--- src/rtl/hsv_core_alu_q_pkg.sv ---
// Shared types for the queued core ALU: opcode encoding, FIFO entry layout
// and default sizing constants.
package hsv_core_pkg;

  localparam int ALU_Q_DEFAULT_DEPTH = 4;
  localparam int ALU_Q_DEFAULT_XLEN  = 32;
  localparam int ALU_Q_DEFAULT_TAG_W = 5;

  // Codes 10-15 are legal inputs; they evaluate to zero but still commit.
  typedef enum logic [3:0] {
    OP_ADD  = 4'd0,
    OP_SUB  = 4'd1,
    OP_AND  = 4'd2,
    OP_OR   = 4'd3,
    OP_XOR  = 4'd4,
    OP_SLL  = 4'd5,
    OP_SRL  = 4'd6,
    OP_SRA  = 4'd7,
    OP_SLT  = 4'd8,
    OP_SLTU = 4'd9
  } alu_op_t;

  // Output FIFO entry at the default width; the RTL packs {result, tag}
  // in this same order for any XLEN/TAG_W.
  typedef struct packed {
    logic [ALU_Q_DEFAULT_XLEN-1:0]  result;
    logic [ALU_Q_DEFAULT_TAG_W-1:0] tag;
  } alu_q_entry_t;

endpackage

--- src/rtl/hsv_core_alu_q_if.sv ---
// Issue/commit/flush bundle of the queued core ALU.
// The slave side is the ALU itself and the master side is the issue/commit logic.
// alu_op is a raw 4-bit field because codes outside alu_op_t are legal inputs.
interface hsv_core_alu_q_if
  import hsv_core_pkg::*;
#(
  parameter int XLEN  = ALU_Q_DEFAULT_XLEN,
  parameter int TAG_W = ALU_Q_DEFAULT_TAG_W
);
  logic             flush_req;
  logic             flush_ack;
  logic             valid_i;
  logic             ready_o;
  logic [3:0]       alu_op;
  logic [XLEN-1:0]  op_a;
  logic [XLEN-1:0]  op_b;
  logic [TAG_W-1:0] tag_i;
  logic             valid_o;
  logic             ready_i;
  logic [XLEN-1:0]  result;
  logic [TAG_W-1:0] tag_o;
  logic [31:0]      perf_ops;
  logic [31:0]      perf_bp;

  modport slave (
    input  flush_req, valid_i, alu_op, op_a, op_b, tag_i, ready_i,
    output flush_ack, ready_o, valid_o, result, tag_o, perf_ops, perf_bp
  );

  modport master (
    output flush_req, valid_i, alu_op, op_a, op_b, tag_i, ready_i,
    input  flush_ack, ready_o, valid_o, result, tag_o, perf_ops, perf_bp
  );
endinterface

--- src/rtl/hsv_core_alu_q_fifo.sv ---
// Synchronous FIFO holding completed ALU results.
// flush_i empties the FIFO in one edge and discards that edge's push/pop.
// Pops on an empty FIFO are ignored.
module hsv_core_alu_q_fifo
  import hsv_core_pkg::*;
#(
  parameter int WIDTH = 8,
  parameter int DEPTH = ALU_Q_DEFAULT_DEPTH
) (
  input  logic                     clk_i,
  input  logic                     rst_i,
  input  logic                     flush_i,
  input  logic                     push_i,
  input  logic                     pop_i,
  input  logic [WIDTH-1:0]         wdata_i,
  output logic [WIDTH-1:0]         rdata_o,
  output logic [$clog2(DEPTH):0]   count_o,
  output logic                     full_o,
  output logic                     empty_o
);
  localparam int PTR_W = $clog2(DEPTH);
  localparam int CNT_W = PTR_W + 1;

  logic [WIDTH-1:0] mem_q [DEPTH];
  logic [PTR_W-1:0] wr_ptr_q, wr_ptr_d;
  logic [PTR_W-1:0] rd_ptr_q, rd_ptr_d;
  logic [CNT_W-1:0] count_q, count_d;
  logic             do_push, do_pop;

  assign full_o  = (count_q == CNT_W'(DEPTH));
  assign empty_o = (count_q == '0);
  assign count_o = count_q;
  assign rdata_o = mem_q[rd_ptr_q];

  assign do_push = push_i && !flush_i && !full_o;
  assign do_pop  = pop_i && !flush_i && !empty_o;

  // Next pointer/count; pointers wrap naturally since DEPTH is a power of 2.
  always_comb begin
    wr_ptr_d = wr_ptr_q;
    rd_ptr_d = rd_ptr_q;
    count_d  = count_q;
    if (flush_i) begin
      wr_ptr_d = '0;
      rd_ptr_d = '0;
      count_d  = '0;
    end else begin
      if (do_push) wr_ptr_d = wr_ptr_q + PTR_W'(1);
      if (do_pop)  rd_ptr_d = rd_ptr_q + PTR_W'(1);
      count_d = count_q + CNT_W'(do_push) - CNT_W'(do_pop);
    end
  end

  // Pointer and occupancy registers.
  always_ff @(posedge clk_i) begin
    if (rst_i) begin
      wr_ptr_q <= '0;
      rd_ptr_q <= '0;
      count_q  <= '0;
    end else begin
      wr_ptr_q <= wr_ptr_d;
      rd_ptr_q <= rd_ptr_d;
      count_q  <= count_d;
    end
  end

  // Storage array; contents need no reset because count gates visibility.
  always_ff @(posedge clk_i) begin
    if (do_push) mem_q[wr_ptr_q] <= wdata_i;
  end
endmodule

--- src/rtl/hsv_core_alu_q.sv ---
// Queued core ALU: stage-1 operand register, stage-2 evaluate into an
// OUT_DEPTH-entry result FIFO, credit-based upstream ready.
// Optional macro HSV_ALU_PERF_EN adds pop/backpressure counters; without
// it perf_ops/perf_bp read zero and no counter flops exist.
module hsv_core_alu_q
  import hsv_core_pkg::*;
#(
  parameter int XLEN      = ALU_Q_DEFAULT_XLEN,
  parameter int TAG_W     = ALU_Q_DEFAULT_TAG_W,
  parameter int OUT_DEPTH = ALU_Q_DEFAULT_DEPTH
) (
  input logic             clk_core,
  input logic             rst_core,
  hsv_core_alu_q_if.slave bus
);
  localparam int SHAMT_W = $clog2(XLEN);
  localparam int CNT_W   = $clog2(OUT_DEPTH) + 1;
  localparam int CRED_W  = CNT_W + 1;
  localparam int ENTRY_W = XLEN + TAG_W;

  logic               s1_valid_q, s1_valid_d;
  logic [3:0]         s1_op_q;
  logic [XLEN-1:0]    s1_a_q, s1_b_q;
  logic [TAG_W-1:0]   s1_tag_q;
  logic               flush_ack_q;

  logic [XLEN-1:0]    s2_result;
  logic [SHAMT_W-1:0] shamt;
  logic               accept, push, pop;
  logic [CNT_W-1:0]   fifo_count;
  logic               fifo_full, fifo_empty;
  logic [ENTRY_W-1:0] fifo_rdata;
  logic [CRED_W-1:0]  credit_need;

  // Credit: every op in the FIFO or in stage 1 owns a FIFO slot, so the
  // pipeline registers never need to stall on commit backpressure.
  assign pop         = !fifo_empty && bus.ready_i;
  assign credit_need = CRED_W'(fifo_count) - CRED_W'(pop) + CRED_W'(s1_valid_q);
  assign bus.ready_o = !bus.flush_req && (credit_need < CRED_W'(OUT_DEPTH));
  assign accept      = bus.valid_i && bus.ready_o;
  assign s1_valid_d  = accept;
  assign push        = s1_valid_q && !bus.flush_req;

  // Stage-1 valid and flush acknowledge; flush drops stage 1 via accept=0.
  always_ff @(posedge clk_core) begin
    if (rst_core) begin
      s1_valid_q  <= 1'b0;
      flush_ack_q <= 1'b0;
    end else begin
      s1_valid_q  <= s1_valid_d;
      flush_ack_q <= bus.flush_req;
    end
  end

  // Stage-1 operand capture; data is qualified by s1_valid_q, so no reset.
  always_ff @(posedge clk_core) begin
    if (accept) begin
      s1_op_q  <= bus.alu_op;
      s1_a_q   <= bus.op_a;
      s1_b_q   <= bus.op_b;
      s1_tag_q <= bus.tag_i;
    end
  end

  // Stage-2 evaluation; unknown opcodes yield zero but still commit.
  always_comb begin
    shamt     = s1_b_q[SHAMT_W-1:0];
    s2_result = '0;
    case (s1_op_q)
      OP_ADD:  s2_result = s1_a_q + s1_b_q;
      OP_SUB:  s2_result = s1_a_q - s1_b_q;
      OP_AND:  s2_result = s1_a_q & s1_b_q;
      OP_OR:   s2_result = s1_a_q | s1_b_q;
      OP_XOR:  s2_result = s1_a_q ^ s1_b_q;
      OP_SLL:  s2_result = s1_a_q << shamt;
      OP_SRL:  s2_result = s1_a_q >> shamt;
      OP_SRA:  s2_result = XLEN'($signed(s1_a_q) >>> shamt);
      OP_SLT:  s2_result = XLEN'($signed(s1_a_q) < $signed(s1_b_q));
      OP_SLTU: s2_result = XLEN'(s1_a_q < s1_b_q);
      default: s2_result = '0;
    endcase
  end

  hsv_core_alu_q_fifo #(
    .WIDTH (ENTRY_W),
    .DEPTH (OUT_DEPTH)
  ) u_fifo (
    .clk_i   (clk_core),
    .rst_i   (rst_core),
    .flush_i (bus.flush_req),
    .push_i  (push),
    .pop_i   (pop),
    .wdata_i ({s2_result, s1_tag_q}),
    .rdata_o (fifo_rdata),
    .count_o (fifo_count),
    .full_o  (fifo_full),
    .empty_o (fifo_empty)
  );

  assign bus.valid_o   = !fifo_empty;
  assign bus.result    = fifo_rdata[ENTRY_W-1:TAG_W];
  assign bus.tag_o     = fifo_rdata[TAG_W-1:0];
  assign bus.flush_ack = flush_ack_q;

`ifdef HSV_ALU_PERF_EN
  logic [31:0] perf_ops_q, perf_bp_q;

  // Wrapping event counters; cleared by reset only, never by flush.
  always_ff @(posedge clk_core) begin
    if (rst_core) begin
      perf_ops_q <= '0;
      perf_bp_q  <= '0;
    end else begin
      if (pop) perf_ops_q <= perf_ops_q + 32'd1;
      if (bus.valid_i && !bus.ready_o) perf_bp_q <= perf_bp_q + 32'd1;
    end
  end

  assign bus.perf_ops = perf_ops_q;
  assign bus.perf_bp  = perf_bp_q;
`else
  assign bus.perf_ops = '0;
  assign bus.perf_bp  = '0;
`endif

  // Credit accounting must make a push into a full FIFO impossible.
  a_no_overflow: assert property (@(posedge clk_core) disable iff (rst_core)
    !(push && fifo_full));
endmodule

--- src/flat_wrapper.sv ---
// flat-port wrapper written by rule: the top's interface ports become plain ports
module hsv_core_alu_q_flat import hsv_core_pkg::*;
#(
  parameter int XLEN      = ALU_Q_DEFAULT_XLEN,
  parameter int TAG_W     = ALU_Q_DEFAULT_TAG_W,
  parameter int OUT_DEPTH = ALU_Q_DEFAULT_DEPTH
)
  (clk_core, rst_core, bus_flush_req, bus_valid_i, bus_alu_op, bus_op_a, bus_op_b, bus_tag_i, bus_ready_i, bus_flush_ack, bus_ready_o, bus_valid_o, bus_result, bus_tag_o, bus_perf_ops, bus_perf_bp);
  hsv_core_alu_q_if #(.XLEN(XLEN), .TAG_W(TAG_W)) bus_i ();
  input logic clk_core;
  input logic rst_core;
  input wire logic [$bits(bus_i.flush_req)-1:0] bus_flush_req;
  input wire logic [$bits(bus_i.valid_i)-1:0] bus_valid_i;
  input wire logic [$bits(bus_i.alu_op)-1:0] bus_alu_op;
  input wire logic [$bits(bus_i.op_a)-1:0] bus_op_a;
  input wire logic [$bits(bus_i.op_b)-1:0] bus_op_b;
  input wire logic [$bits(bus_i.tag_i)-1:0] bus_tag_i;
  input wire logic [$bits(bus_i.ready_i)-1:0] bus_ready_i;
  output wire logic [$bits(bus_i.flush_ack)-1:0] bus_flush_ack;
  output wire logic [$bits(bus_i.ready_o)-1:0] bus_ready_o;
  output wire logic [$bits(bus_i.valid_o)-1:0] bus_valid_o;
  output wire logic [$bits(bus_i.result)-1:0] bus_result;
  output wire logic [$bits(bus_i.tag_o)-1:0] bus_tag_o;
  output wire logic [$bits(bus_i.perf_ops)-1:0] bus_perf_ops;
  output wire logic [$bits(bus_i.perf_bp)-1:0] bus_perf_bp;
  assign bus_i.flush_req = bus_flush_req;
  assign bus_i.valid_i = bus_valid_i;
  assign bus_i.alu_op = bus_alu_op;
  assign bus_i.op_a = bus_op_a;
  assign bus_i.op_b = bus_op_b;
  assign bus_i.tag_i = bus_tag_i;
  assign bus_i.ready_i = bus_ready_i;
  assign bus_flush_ack = bus_i.flush_ack;
  assign bus_ready_o = bus_i.ready_o;
  assign bus_valid_o = bus_i.valid_o;
  assign bus_result = bus_i.result;
  assign bus_tag_o = bus_i.tag_o;
  assign bus_perf_ops = bus_i.perf_ops;
  assign bus_perf_bp = bus_i.perf_bp;
  hsv_core_alu_q #(.XLEN(XLEN), .TAG_W(TAG_W), .OUT_DEPTH(OUT_DEPTH)) u_core (.clk_core(clk_core), .rst_core(rst_core), .bus(bus_i));
endmodule
--- config.mk ---
export PLATFORM = sky130hd
export DESIGN_NAME = hsv_core_alu_q_flat
export DESIGN_NICKNAME = d
export VERILOG_FILES = /design/src/rtl/hsv_core_alu_q_pkg.sv /design/src/rtl/hsv_core_alu_q_if.sv /design/src/rtl/hsv_core_alu_q_fifo.sv /design/src/rtl/hsv_core_alu_q.sv /design/src/flat_wrapper.sv
export SDC_FILE = /design/constraint.sdc
export NUM_CORES = 1
export LEC_CHECK = 0
export BUFFER_PORTS_ARGS = -buffer_cell sky130_fd_sc_hd__buf_2
export CORE_MARGIN = 1.5
export CORE_UTILIZATION = 50
export CTS_BUF_LIST = sky130_fd_sc_hd__clkbuf_4 sky130_fd_sc_hd__clkbuf_8
export DETAILED_ROUTE_END_ITERATION = 10
export GPL_ROUTABILITY_DRIVEN = 0
export HOLD_SLACK_MARGIN = 0.06
export PLACE_DENSITY_LB_ADDON = 0.1
export SYNTH_ARGS = -nofsm -noshare
export SYNTH_HDL_FRONTEND = slang
export SYNTH_SLANG_ARGS = --single-unit
--- constraint.sdc ---
create_clock -name clk_core -period 4.9 [get_ports clk_core]
set_input_delay 1.47 -clock clk_core [delete_from_list [all_inputs] [get_ports clk_core]]
set_output_delay 1.47 -clock clk_core [all_outputs]
set_load 0.1 [all_outputs]
==> metrics.txt, run 1 <==
Worst Path Max Fanout=4; Post-Syn Area=about 17000 sq um; Via density=around 6.4; Placed Instance Area=around 18000 sq um; Syn Inst Count=approximately 1600; Yosys Warn Count=0; Worst Setup Start Kind=primary input; aggregate global routing overflow=0; flop2flop setup slack=0.79 ns; core area=about 34000 sq um; vias in the first global route=approximately 13000; H-Tree Level Count=2; antenna violations before repair=0; final setup vio count=0; Top Usage Layer GRT=met2; Worst-Skew Late Latency=just over 0.6 ns; Post-synth EDFFs=221; Die Span X=~190 um; Residual DRC=0; total power=~5.4 mW; Fmax=221 MHz; worst slew pin tran=around 1.1 ns; wire per inst=between 20 and 25 um; NumNets Final=~1900; 1st-iter DRT viols=about 1700; Site Rows=67; outcome=finished clean; ANT cells=0; WHS=0.501 ns; share of cells above drive strength 1=0.188; full die area=~35000 sq um; Final Util=0.557; maximum resistive drop on vdd=~0.27 mV; WS Path Type=in -> out; sequential share of the synthesized area=0.401; cts hold-fix bufs=0; first-pass GRT wire length=77400 um; Post-CTS Setup Bufs=0; data required time of the critical path=roughly 3.4 ns; Synth cell types=a little over 80; Setup Skew=just over 0.04 ns; Longest Clk Path Bufs=3; cell-by-cell trace of the critical path=buf_2 > and2_0 > ha_1 > inv_1 > ha_1 > nand2_1 > o21bai_1 > nor3_1 > a31oi_1 > nor2_2 > buf_12; GR Util met1=0.404; slowest CP cell=ha_1; largest net degree at the start of global routing=81; Via Count=between 10000 and 15000; GR Layer Usage met2=0.421; Setup crit start=bus_ready_i; antenna-violating nets left=0; power per cell area=between 200 and 300 nW/um^2; Boundary Pins=about 180; TritonCTS Sinks=around 230; Worst-path clk slew=approximately 0.060 ns; CTS tree=done; Top cell by count, worst path=ha_1; setup TNS=0 ns; period utilization=0.923; Worst slew margin=0.292; synthesis-to-layout area growth=9.53%; Hold Vio Cnt, Final=0; worst path arrival time=3.05 ns; total CTS buffers=between 40 and 50; total leakage power=approximately 7.3 nW; Tmin final=about 4.5 ns; max-cap violations=0; hold path startpoint=u_core.s1_tag_q[1]$_DFFE_PP_; final WL=51400 um; PortBufs=117; DIE HEIGHT=188 um; Fillers=between 2000 and 3000; Initial Util=0.509; Avg Inst Size Synth=around 11 sq um; async set-reset flop share out of synthesis=0; element type at the critical path end=output port; global-route met3 utilization=0.0749; Worst R2R Start=u_core.s1_a_q[6]$_DFFE_PP_; gr usage total=0.287; final instance area=18700 sq um; Worst path max stage delay=roughly 0.26 ns; Pre-Repair DR Iteration Count=5; main flop type after synthesis=edfxtp_1; dpl hpwl=roughly 37000 um; Seq cells post-synth=approximately 230; root buffer cell=clkbuf_8; Final Max Tran Viols=0; Hold Crit Class=reg -> reg; RSZ-0062 raised after global routing=false; post-CTS resize count=0
[synthesized netlist by cell type (all sizes together), types with 11 or more instances]
master / instances / area share
nor2: 157 / 0.034
clkbuf: 64 / 0.014
inv: 105 / 0.023
o31ai: 18 / 0.0082
ha: 106 / 0.078
dfxtp: 11 / 0.013
o21ai: 90 / 0.026
a211oi: 29 / 0.013
a21o: 19 / 0.0083
a21oi: 120 / 0.035
nand2b: 17 / 0.0062
o22ai: 16 / 0.0059
o21bai: 19 / 0.0083
and2: 13 / 0.0048
nand3: 16 / 0.0047
nor3: 25 / 0.0073
edfxtp: 221 / 0.39
mux2i: 36 / 0.021
o211ai: 28 / 0.012
nand2: 101 / 0.022
nor2b: 15 / 0.0055
nor4: 14 / 0.0051
o221ai: 17 / 0.0087
mux4: 85 / 0.11
a31oi: 13 / 0.0048
buf: 104 / 0.042
a221oi: 24 / 0.013
[power by group]
group          total (mW)  internal [mW]  switching, mW
clock network        1.90           1.09          0.804
logic                1.19          0.334          0.858
registers            2.29           2.25         0.0486
[metal layers]
layer / routed length [um] / part of all wire
met3: 6280 / 0.12
met4: 1910 / 0.037
met2: 21900 / 0.43
met1: 21300 / 0.41
met5: 0 / 0
[cells in the final DEF, fill, tap and decap left out, types with 28 or more instances in the layout]
master	n
a211oi_1	28
a21oi_1	120
buf_2	116
buf_4	33
clkbuf_8	43
conb_1	64
edfxtp_1	221
ha_1	106
inv_1	103
mux2i_1	36
mux4_2	75
nand2_1	101
nor2_1	156
o211ai_1	28
o21ai_0	88
[per-stage QoR]
stage	setup WS [ns]	cells
global route	0.175	2197
global placement	0.473	2122
CTS	0.374	2197
detailed placement	0.434	2122
floorplan	0.0972	1690
finish	0.378	2197
[path summary, 6_finish.rpt]
| check | end | cells after the start |
|---|---|---|
| setup reg to reg | u_core.u_fifo.mem_q[0][34]$_DFFE_PP_ | 11 |
| setup / recovery | bus_ready_o | 11 |
| hold reg to reg | u_core.u_fifo.mem_q[1][1]$_DFFE_PP_ | 0 |
| hold / removal | u_core.u_fifo.mem_q[1][1]$_DFFE_PP_ | 0 |
[registers in the layout, indices dropped and copies added (netlist names), named ones only]
| signal | cells |
|---|---|
| u_core.s1_valid_q | 1 |
| u_core.s1_op_q | 4 |
| u_core.u_fifo.mem_q | 148 |
| u_core.s1_b_q | 32 |
| u_core.bus.flush_ack | 1 |
| u_core.u_fifo.wr_ptr_q | 2 |
| u_core.u_fifo.count_o | 3 |
| u_core.s1_a_q | 32 |
| u_core.u_fifo.rd_ptr_q | 2 |
| u_core.s1_tag_q | 5 |
[cell type report]
cell class,instances,area (sq um),share of cell area
timing repair buffer,152,888,0.0474
clock inverter,17,164,0.00875
sequential,232,6860,0.366
multi-input combinational,1183,9150,0.489
tap,448,561,0.0299
inverter,107,402,0.0214
clock buffer,58,704,0.0376
[logic make-up (layout without fill, tap and decap cells)]
| family | after synthesis | in the layout | share of synthesized area |
|---|---|---|---|
| other cells | 1 | 64 | 0.000219 |
| buf+inv | 275 | 334 | 0.0792 |
| fa+ha+maj | 109 | 109 | 0.0811 |
| flops | 232 | 232 | 0.401 |
| simple gates | 401 | 401 | 0.108 |
| mux | 131 | 131 | 0.142 |
| xor+xnor | 8 | 8 | 0.00410 |
| compound gates | 470 | 470 | 0.184 |
[worst max-delay path, delay by kind of cell]
| family | cells | cell delay, ns |
|---|---|---|
| AOI/OAI and AO/OA | 2 | 0.16 |
| adders and majority gates | 2 | 0.45 |
| buffers and inverters | 3 | 0.31 |
| and+or+nand+nor | 4 | 0.66 |
(Power assumes the default switching activity.)
==> run 2, diff against run 1 <==
- SYNTH_HIERARCHICAL: default -> 1
==> metrics.txt, run 2 <==
most common cell after layout, fill and taps aside=edfxtp_1; Residual DRC=0 (unchanged); Worst path max stage delay=0.26 ns (about the same); main flop type after synthesis=edfxtp_1; cell-by-cell trace of the critical path=buf_2 > nor2b_1 > ha_1 > inv_1 > ha_1 > nand2_1 > o21bai_1 > nand2_1 > a21oi_1 > a21oi_1 > nor2_2 > buf_12; wire per inst=22.8 um (-2.8%); Worst-Skew Late Latency=0.59 ns (-0.02 ns); Post-Syn Area=17500 sq um (+2.1%); Synth top cells by count=edfxtp_1 (221), nor2_1 (182), a21oi_1 (115), nand2_1 (108), ha_1 (106); Comb pwr share=0.216 (-0.005); max reg flops=148 (unchanged); Syn Inst Count=1693 (+4.1%); Worst slew margin=0.237 (-0.0551); Boundary Pins=182 (unchanged); PortBufs=117 (unchanged); met3 routed WL=4830 um (-23%); worst path arrival time=3.07 ns (+0.02 ns); sequential share of the synthesized area=0.393 (-0.00814); Max Used Layer=met4; wire length on met2=22500 um (+2.7%); largest net degree at the start of global routing=89 (+9.9%); Worst R2R End=u_core/u_fifo/mem_q[0][33]$_DFFE_PP_; power per cell area=267 nW/um^2 (-7.2%); total leakage power=7.29 nW (+0.13%); first-pass GRT wire length=78600 um (+1.5%); max-cap violations=0 (unchanged); Via Count=14300 (+1.3%); placed cells=2192 (+3.3%); CTS tree=done; Pre-Repair DR Iteration Count=6 (+1); setup TNS=0 ns (unchanged); Setup Skew=0.0180 ns (-0.0229 ns); most frequent cells in the layout=edfxtp_1 (221), nor2_1 (181), buf_2 (116); Multi-input gate area=9460 sq um (+3.4%); hold path depth=2 (+2); H-Tree Level Count=2 (unchanged); data required time of the critical path=3.43 ns (about the same); WHS=0.481 ns (-0.0199 ns); synthesis-to-layout area growth=8.81%; Die Span X=190 um (+1.0%); Fmax=220 MHz (-0.46%); share of cells above drive strength 1=0.198 (+0.0104); synth top area cells=edfxtp_1 (38%), mux4_2 (8.1%), ha_1 (7.6%); slowest CP cell=ha_1; Worst Path Max Fanout=3 (-1); final setup vio count=0 (unchanged); worst slew pin tran=1.14 ns (+0.0798 ns); Avg Inst Size Synth=10.3 sq um (-1.9%); switch share=0.315 (-0.00293); Post-CTS Setup Bufs=0 (unchanged); full die area=36000 sq um (+2.0%); cts hold-fix bufs=0 (unchanged); async set-reset flop share out of synthesis=0 (unchanged); cell internal pwr=3.47 mW (-5.5%); Worst R2R Path Depth=13 (+2); Synth cell types=96 (+16%); antenna-violating nets left=0 (unchanged); Post-synth EDFFs=221 (unchanged); RSZ-0062 raised after global routing=false; post-synth top area share=0.380 (-0.00787); aggregate global routing overflow=0 (unchanged); Longest Clk Path Bufs=3 (unchanged); Net Sw Power=1.59 mW (-6.8%); Worst-path clk slew=0.06 ns (about the same); dpl hpwl=37000 um (+0.12%); flop2flop setup slack=0.68 ns (-0.11 ns); FF/Latch Area=6860 sq um (unchanged); Seq pwr share=0.450 (+0.024); outcome=finished clean; Worst Setup Start Kind=primary input; maximum resistive drop on vdd=0.246 mV (-7.8%); total CTS buffers=39 (-4.9%); root buffer cell=clkbuf_8; clock power share=0.334 (-0.018); period utilization=0.927 (+0.00425); NumNets Final=1965 (+3.2%); final WL=51500 um (+0.24%); post-synth top area cell=edfxtp_1; Yosys Warn Count=6 (+6); largest register by flop count=u_core/u_fifo/mem_q; Site Rows=68 (+1.5%); Initial Util=0.506 (-0.00215); 1st-iter DRT viols=1720 (+2.7%); biggest regs=u_core/u_fifo/mem_q (148), u_core/s1_a_q (32), u_core/s1_b_q (32); Hold Vio Cnt, Final=0 (unchanged); Hold Crit Class=reg -> reg; Fillers=3091 (+4.9%); TritonCTS Sinks=232 (unchanged); gr usage total=0.286 (-0.000542); Tmin final=4.54 ns (+0.0208 ns); Worst R2R Start=u_core/s1_a_q[0]$_DFFE_PP_; WS Path Type=in -> out; vias in the first global route=13400 (+2.7%); post-CTS resize count=0 (unchanged); wl on met1=22000 um (+3.3%); Final Util=0.551 (-0.00599); antenna violations before repair=0 (unchanged); Final Max Tran Viols=0 (unchanged); Via density=6.31 (-1.7%); hold path startpoint=u_core/u_fifo/rd_ptr_q[1]$_SDFFE_PP0P_; element type at the critical path end=output port; Finished Layout Cells=2265 (+3.1%); count leader, synth=edfxtp_1; Seq cells post-synth=232 (unchanged); DIE HEIGHT=190 um (+1.0%); core area=34500 sq um (+2.5%)
## run 2: kinds of logic (layout without fill, tap and decap cells)
kind of cell,Yosys count,after routing,synth area share
xor gates and xnor gates,3,3,0.00151
AOI/OAI and AO/OA,467,467,0.185
adders and majority gates,109,109,0.0794
other,1,65,0.000215
buffers and inverters,280,333,0.0805
DFF,232,232,0.393
and+or+nand+nor,453,453,0.121
muxes,148,148,0.139
## run 2: power groups by stage
stage	logic [mW]	registers, mW	clock network, mW
floorplan	0.855	2.30	0
global placement	1.06	2.32	0
detailed placement	1.07	2.32	0
CTS	1.07	2.28	1.75
global route	1.16	2.28	1.84
finish	1.09	2.28	1.69
## run 2: final cells by class
type	count	area share
multi-input cells	1244	0.498
flip-flops and latches	232	0.361
repair buffers	159	0.0495
clock buffers	54	0.0345
well taps	455	0.0300
inverters	102	0.0202
clock inverters	18	0.00619
diodes	1	0.000132
## run 2: worst max-delay path: cells and delay by family
| kind | cells | cell delay (ns) |
|---|---|---|
| and+or+nand+nor | 4 | 0.48 |
| buffers and inverters | 3 | 0.30 |
| adders and majority gates | 2 | 0.44 |
| AOI/OAI and AO/OA | 3 | 0.38 |
## run 2: per-stage QoR
stage / setup slack [ns] / area (sq um) / power, mW
floorplan: 0.0191 / 17700 / 3.16
global placement: 0.364 / 18200 / 3.38
detailed placement: 0.356 / 18200 / 3.39
CTS: 0.352 / 19000 / 5.10
global route: 0.210 / 19000 / 5.28
finish: 0.357 / 19000 / 5.06
## run 2: routing by layer
metal	global-route usage	up-vias
li1	-	6480
met1	0.412	6891
met2	0.422	799
met3	0.0457	125
met4	0.137	0
met5	0	-
## run 2: worst max path at each step
| stage | to | cells after the start | startpoint | slack, ns |
|---|---|---|---|---|
| after global routing | bus_ready_o | 12 | bus_ready_i | 0.21 |
| after detailed placement | bus_ready_o | 12 | bus_ready_i | 0.36 |
| after global placement | bus_ready_o | 13 | bus_ready_i | 0.36 |
| after CTS | bus_ready_o | 12 | bus_ready_i | 0.35 |
| after floorplan | u_core/s1_a_q[0]$_DFFE_PP_ | 11 | bus_ready_i | 0.02 |
| final | bus_ready_o | 12 | bus_ready_i | 0.36 |
